--- config.mk ---
export PLATFORM = sky130hd
export DESIGN_NAME = truth_table_sweeper
export DESIGN_NICKNAME = d
export VERILOG_FILES = /design/src/rtl/tts_pkg.sv /design/src/rtl/tts_hold_timer.sv /design/src/rtl/truth_table_sweeper.sv
export SDC_FILE = /design/constraint.sdc
export NUM_CORES = 1
export LEC_CHECK = 0
export ABC_AREA = 1
export BUFFER_PORTS_ARGS = -buffer_cell sky130_fd_sc_hd__buf_2
export CAP_MARGIN = 10
export CELL_PAD_IN_SITES_DETAIL_PLACEMENT = 1
export CELL_PAD_IN_SITES_GLOBAL_PLACEMENT = 2
export CORE_ASPECT_RATIO = 0.5
export CORE_MARGIN = 2
export CORE_UTILIZATION = 33
export CTS_BUF_LIST = sky130_fd_sc_hd__clkbuf_4 sky130_fd_sc_hd__clkbuf_8
export DETAILED_ROUTE_END_ITERATION = 6
export PLACE_DENSITY_LB_ADDON = 0.25
export SKIP_CTS_REPAIR_TIMING = 1
export SYNTH_ARGS = -nofsm -noshare
export SYNTH_HDL_FRONTEND = slang
export SYNTH_SLANG_ARGS = --single-unit
--- constraint.sdc ---
create_clock -name clk -period 2.41 [get_ports clk]
set_input_delay 0.723 -clock clk [delete_from_list [all_inputs] [get_ports clk]]
set_output_delay 0.723 -clock clk [all_outputs]
set_load 0.005 [all_outputs]
--- src/rtl/tts_pkg.sv ---
// tts_pkg: shared state encoding and default sizing for the truth-table sweeper
package tts_pkg;
    typedef enum logic [1:0] {IDLE = 2'd0, RUN = 2'd1, DONE = 2'd2} state_t;
    localparam int N_IN_DEF = 4;
    localparam int DEPTH    = 2 ** N_IN_DEF;
    localparam int CNT_W    = N_IN_DEF + 1;
endpackage

--- src/rtl/tts_hold_timer.sv ---
// tts_hold_timer: per-vector hold down-counter with last-cycle strobe
//   clk, rst_n  clock, async active-low reset
//   clr         reload to HOLD_CYCLES-1 (vector advance, abort, not running)
//   en          count down while the sweep runs
//   last        high on the final hold cycle of the current vector
module tts_hold_timer #(
    parameter int HOLD_CYCLES = 2
) (
    input  logic clk,
    input  logic rst_n,
    input  logic clr,
    input  logic en,
    output logic last
);
    localparam int W = $clog2(HOLD_CYCLES + 1);
    logic [W-1:0] cnt;
    always_ff @(posedge clk or negedge rst_n)
        if (!rst_n) cnt <= W'(HOLD_CYCLES - 1);
        else if (clr) cnt <= W'(HOLD_CYCLES - 1);
        else if (en) cnt <= cnt - W'(1);
    assign last = en && cnt == '0;
endmodule

--- src/rtl/truth_table_sweeper.sv ---
// truth_table_sweeper: exhaustive sweep of an N_IN-input function with truth-table capture and compare
//   clk, rst_n    clock, async active-low reset
//   start, abort  begin sweep (IDLE only) / cancel sweep without done
//   expected      golden table, latched on accepted start
//   f_in          DUT response to w_out
//   w_out         current input vector
//   busy, done    running / one-cycle completion pulse
//   truth_table   captured responses, bit i = f(i)
//   mismatch_cnt  differing bits versus expected
//   pass          no mismatches, valid from done until next start
module truth_table_sweeper
    import tts_pkg::*;
#(
    parameter int N_IN        = N_IN_DEF,
    parameter int HOLD_CYCLES = 2
) (
    input  logic                  clk,
    input  logic                  rst_n,
    input  logic                  start,
    input  logic                  abort,
    input  logic [2**N_IN-1:0]    expected,
    input  logic                  f_in,
    output logic [N_IN-1:0]       w_out,
    output logic                  busy,
    output logic                  done,
    output logic [2**N_IN-1:0]    truth_table,
    output logic [N_IN:0]         mismatch_cnt,
    output logic                  pass
);
    localparam int D  = 2 ** N_IN;
    localparam int CW = N_IN + 1;
    state_t       state;
    logic [D-1:0] exp_q;
    logic         last, miss, clr;
    assign miss = f_in != exp_q[w_out];
    assign clr  = state != RUN || last || abort;
    tts_hold_timer #(.HOLD_CYCLES(HOLD_CYCLES)) u_timer (
        .clk  (clk),
        .rst_n(rst_n),
        .clr  (clr),
        .en   (state == RUN),
        .last (last)
    );
    // pass is decided on the final sample edge so it already includes the last compare
    // and is valid in the same cycle as done
    always_ff @(posedge clk or negedge rst_n)
        if (!rst_n) begin
            state        <= IDLE;
            w_out        <= '0;
            busy         <= 1'b0;
            done         <= 1'b0;
            truth_table  <= '0;
            mismatch_cnt <= '0;
            pass         <= 1'b0;
            exp_q        <= '0;
        end else begin
            done <= 1'b0;
            case (state)
                IDLE: if (start && !abort) begin
                    state        <= RUN;
                    busy         <= 1'b1;
                    w_out        <= '0;
                    truth_table  <= '0;
                    mismatch_cnt <= '0;
                    pass         <= 1'b0;
                    exp_q        <= expected;
                end
                RUN: if (abort) begin
                    state <= IDLE;
                    busy  <= 1'b0;
                    w_out <= '0;
                end else if (last) begin
                    truth_table[w_out] <= f_in;
                    mismatch_cnt       <= mismatch_cnt + CW'(miss);
                    if (w_out == '1) begin
                        state <= DONE;
                        busy  <= 1'b0;
                        done  <= 1'b1;
                        pass  <= mismatch_cnt == '0 && !miss;
                    end else begin
                        w_out <= w_out + N_IN'(1);
                    end
                end
                DONE: begin
                    state <= IDLE;
                    w_out <= '0;
                end
                default: state <= IDLE;
            endcase
        end
endmodule

-- Word level (Yosys, flattened, before mapping)
Cells that the tools add are included.
- bits of input ports: 21
- output and inout port bits: 28
- logic and storage cells: 85
- register bits after elaboration: 48
- equal/unequal tests: 12
- multiplexer cells: 39
- order comparisons: 2
- add/sub/neg operators: 3
- reductions and logical operators: 20
- operators by type and width (cell ; number):
    two-way mux 16 bit ; 3
    one-hot mux 16 bit (2 select lines) ; 1
    bitwise mux 16 bit ; 1
    two-way mux 4 bit ; 4
    two-way mux 5 bit ; 3
    two-way mux 1 bit ; 14
    two-way mux 2 bit ; 6
    one-hot mux 4 bit (3 select lines) ; 1
    AND reduction 4 bit ; 3
    one-hot mux 5 bit (2 select lines) ; 1
    != test 3 bit, second input constant ; 3
    != test 2 bit, second input constant ; 4
    adder 5 x 1 -> 5 bit ; 1
    zero test 5 bit ; 1
    < comparator 4 x 5 -> 1 bit, second input constant ; 1
    AND reduction 5 bit ; 1
    adder 4 x 1 -> 4 bit, second input constant ; 1
    binary-select mux 1 bit (select 4 bit) ; 1
    demux 1 bit (select 4 bit) ; 1
    == test 4 bit, second input constant ; 1
    >= comparator 4 x 1 -> 1 bit, second input constant ; 1
    logical AND 1 bit ; 4
    zero test 2 bit ; 2
    one-hot mux 1 bit (2 select lines) ; 2
    12 further kinds ; 15

-- Depth between registers and ports, before layout
- depth after elaboration: 9
- depth in mapped cells: 16
- mapped depth without buffers: 14

-- Modules after synthesis
Synthesis repeated with hierarchy kept, for this count alone.
- cell total of the unflattened synthesis: 303
- area, all modules: 2446.1 sq um
- by module, submodules not included (module ; area an instance (sq um) ; cells an instance ; instances):
    truth_table_sweeper ; 2332.2 ; 287 ; 1
    tts_hold_timer ; 113.9 ; 16 ; 1

-- Worst setup path before layout
Ideal clock, no wire load.
- path kind: reg2reg
- start: register w_out[0]
- end: register mismatch_cnt[4]
- arrival: 1.893 ns
- path buffers: 2
- slack: 0.398 ns
- clock period less this slack: 2.012 ns
- cell stages (with the launch flop): 16
- library setup time: 0.120 ns
- cells stage by stage: dfrtp_1 buf_4 inv_2 buf_4 nand2_1 nand3_1 nand2_1 nand2_1 nand2_1 o21ai_1 nand2_1 ha_1 ha_1 nand4_1 xor2_1 nor2_1
- longest elaborated chain between the ends: 7
- ends and longest elaborated chain (item ; line ; source):
    from (decl) ; truth_table_sweeper.sv:23 ; output logic [N_IN-1:0] w_out,
    from (signal assigned) ; truth_table_sweeper.sv:81 ; w_out <= w_out + N_IN'(1);
    binary-select mux 1 bit (select 4 bit) ; truth_table_sweeper.sv:35 ; assign miss = f_in != exp_q[w_out];
    two-way mux 1 bit (implied by the code) ; truth_table_sweeper.sv:35 ;
    != test 1 bit ; truth_table_sweeper.sv:35 ;
    adder 5 x 1 -> 5 bit ; truth_table_sweeper.sv:74 ; mismatch_cnt <= mismatch_cnt + CW'(miss);
    two-way mux 5 bit ; truth_table_sweeper.sv:72 ; end else if (last) begin
    two-way mux 5 bit ; truth_table_sweeper.sv:68 ; RUN: if (abort) begin
    one-hot mux 5 bit (2 select lines) ; truth_table_sweeper.sv:58 ; case (state)
    to (signal assigned) ; truth_table_sweeper.sv:74 ;
    to (decl) ; truth_table_sweeper.sv:27 ; output logic [N_IN:0] mismatch_cnt,
Every way passes these cells. The select of a mux whose other input is x is not followed.
A chain may end at the register's enable or synchronous reset.

-- Worst setup path in the final report
Ends and elaborated chain as after synthesis.

==> results by group <==
Critical path
  – Critical path's slowest cell: dfrtp_1
  – WP buf/inv: 1
  – Reg2reg path depth: 13
  – Worst setup SP type: flip-flop
  – Crit path capture: mismatch_cnt[4]
  – WP data required: 2.60 ns
  – Critical path endpoint category: flip-flop
  – R2r endpoint: mismatch_cnt[4]
  – Crit-path cells: inv_2, nand2_1, nand3_1, nand2_1, nand2_1, nand2_1, o21ai_1, nand2_1, ha_1, ha_1, nand4_1, xor2_1, nor2_1
  – Max incr delay on CP: 0.47 ns
  – Worst path depth: 13
  – CP delay by family, top: simple AND/OR/NAND/NOR gates
  – Crit path max fanout: 12
  – CP Class: reg -> reg
  – FF-to-FF Start: w_out[0]
  – Worst Setup SP: w_out[0]
  – Most used cell, CP: nand2_1
  – Flop2flop setup slack: 0.29 ns
  – Critical Path AT: 2.31 ns

Global routing
  – Largest net degree at the start of global routing: 49
  – First-pass GRT wire length: 11300 um
  – GRT Total Usage: 17.6%
  – Vias in the first global route: 2176
  – Initial antenna violation count: 0
  – GRT overflow: 0

Synth
  – Number of flops mapped to enable cells by yosys: 0
  – Commonest cells post-synth: nand2_1, dfrtp_1, inv_1
  – Synth warnings: 0
  – Top FF cell, synth: dfrtp_1
  – Post-Syn Area: 2440 um^2
  – Post-synth net total: 317
  – Cell taking the most area after synthesis: dfrtp_1
  – Count leader, synth: nand2_1
  – Sequential fraction of the synthesis area: 49.2%
  – Largest cells by area after synthesis: dfrtp_1, nand2_1, inv_1
  – #FFs+latches synth: 48
  – Top cell type's share of synthesized area: 48.1%
  – Synth cell types: 32
  – Synth Area per Inst: 8.46 um^2
  – Cells after Synth: 289
  – Asr flop ratio synth: 100%

Clock tree
  – Clk Latency, worst-skew pair: 0.30 ns
  – CTS tree: done
  – Inserted Clock Buffers: 5
  – Clk sinks: 48
  – Reg clk slew, reported paths: 0.09 ns
  – Clock root buffer: clkbuf_8
  – H-Tree Level Count: 2
  – Worst-case clock buffer depth: 2

STA
  – Setup Skew: 0.00601 ns
  – Setup-failing EPs final: 0
  – F_max: 472 MHz
  – Setup slack after layout: 0.293 ns
  – Hold Fails Final Rpt: 0
  – Least-Margin Pin Slew: 0.409 ns
  – Tcrit/Tclk final: 87.9%
  – Setup_tns: 0 ns
  – Slew Limit Headroom: 72.7%
  – Minimum clock period: 2.12 ns
  – RSZ-0062 raised after global routing: no
  – Max-slew violations: 0

Final layout
  – Final nets: 372
  – Diodes inserted: 0
  – Layout cells sized above 1: 25.2%
  – Syn-to-layout area delta: 19.8%

Detailed routing
  – Via count: 2066
  – Total Wirelength: 6670 um
  – Drc violations: 0
  – ANT nets after route: 0
  – Drt wl/cell: 15.1 um
  – 1st-iter DRT viols: 93
  – Via-per-instance ratio: 4.68
  – Drt pass-1 iters: 4

Run status
  – Status: finished clean

Floorplanning
  – Die area: 8150 um^2
  – Die Ht: 64.8 um
  – Rows: 22
  – Placeable Area: 7240 um^2
  – # IOs: 49
  – Starting Density: 33.8%
  – Die X: 126 um

Placement
  – Hpwl dp: 5020 um
  – Final Wtd Congestion: 0.797
  – Pre-CTS WS: 0.302 ns
  – IO buf count: 48

Hold path
  – Hold Path Class: in -> async

Pwr
  – Peak VDD IR: 0.000243 V
  – Pleak: 1.53 nW
  – Total Power: 0.00255 W
  – Pwr/cell area: 872 nW/um^2

Run
  – Max-capacitance violation count: 0
flip-flops by register name, indices dropped and copies added (netlist names):
name          flops
state             2
pass              1
w_out             4
u_timer.cnt       2
done              1
busy              1
truth_table      16
exp_q            16
mismatch_cnt      5
cell usage in the layout (no fill, tap or decap), types with 2 or more instances in the layout:
cell	netlist	final
a21oi_1	2	2
a22oi_1	5	5
a31oi_1	7	7
buf_2	4	48
buf_4	2	8
clkbuf_4	0	2
clkbuf_8	0	6
dfrtp_1	47	47
ha_1	7	7
inv_1	35	35
inv_2	5	5
mux2i_1	3	3
nand2_1	69	69
nand2_2	4	4
nand3_1	19	19
nand4_1	3	3
nor2_1	20	20
nor2_2	3	3
nor2_4	4	4
nor3_1	4	4
o21ai_0	17	17
o21ai_1	11	11
o21ai_2	2	2
o31ai_1	3	3
xor2_1	4	4
power by group:
group          switching (W)  leakage, nW  internal (W)
clock               0.000270       0.0523      0.000257
combinational       0.000638        0.843      0.000313
sequential         0.0000802        0.637      0.000996
total               0.000988         1.53       0.00157
cell type report:
cell class / count / area [um^2]
multi-input cells: 192 / 1040
clock buffers: 8 / 97.6
inverters: 40 / 150
repair buffers: 57 / 320
well taps: 96 / 120
fillers: 884 / 4310
flip-flops and latches: 48 / 1200
worst register-to-register path, delay by kind of cell, from the launching register on:
| kind | cells | cell delay, ns |
|---|---|---|
| AO/OA/AOI/OAI | 1 | 0.19 |
| flip-flops | 1 | 0.47 |
| AND/OR/NAND/NOR | 8 | 0.56 |
| adder cells (fa/ha/maj) | 2 | 0.41 |
| XOR/XNOR | 1 | 0.15 |
| buffers and inverters | 1 | 0.21 |
through the flow:
step / cells / hold slack, ns / utilization [%] / instance area, um^2
after floorplan: 289 / 0.427 / - / 2440
after global placement: 433 / 0.436 / 39.1 / 2830
after detailed placement: 433 / 0.470 / 39.1 / 2830
after CTS: 441 / 0.395 / 40.4 / 2930
after global routing: 441 / 0.404 / 40.4 / 2930
final: 441 / 0.398 / 40.4 / 2930
kinds of logic after synthesis:
group	count (synthesis)	share of synthesized area (%)
AOI/OAI and AO/OA	49	11.7
and+or+nand+nor	129	24.5
xor gates and xnor gates	4	1.43
adders and majority gates	7	3.58
DFF	48	49.2
muxes	3	1.23
buffers and inverters	49	8.35
metal layers:
| metal | up-vias | global-route usage, % | routed length, um |
|---|---|---|---|
| met5 | - | 0 | 0 |
| met4 | 0 | 3.33 | 48 |
| met3 | 5 | 3.39 | 296 |
| met2 | 39 | 26.6 | 2810 |
| met1 | 981 | 26.4 | 3510 |
| li1 | 1041 | - | - |
worst min path at each step:
stage / end / depth (start not counted) / slack (ns) / from
after floorplan: busy / 0 / 0.43 / rst_n
after global placement: u_timer.cnt[0] / 1 / 0.44 / u_timer.cnt[0]
after detailed placement: u_timer.cnt[0] / 1 / 0.47 / u_timer.cnt[0]
after CTS: done / 2 / 0.39 / rst_n
after global routing: done / 2 / 0.40 / rst_n
final: done / 2 / 0.40 / rst_n
(Power assumes the default switching activity.)
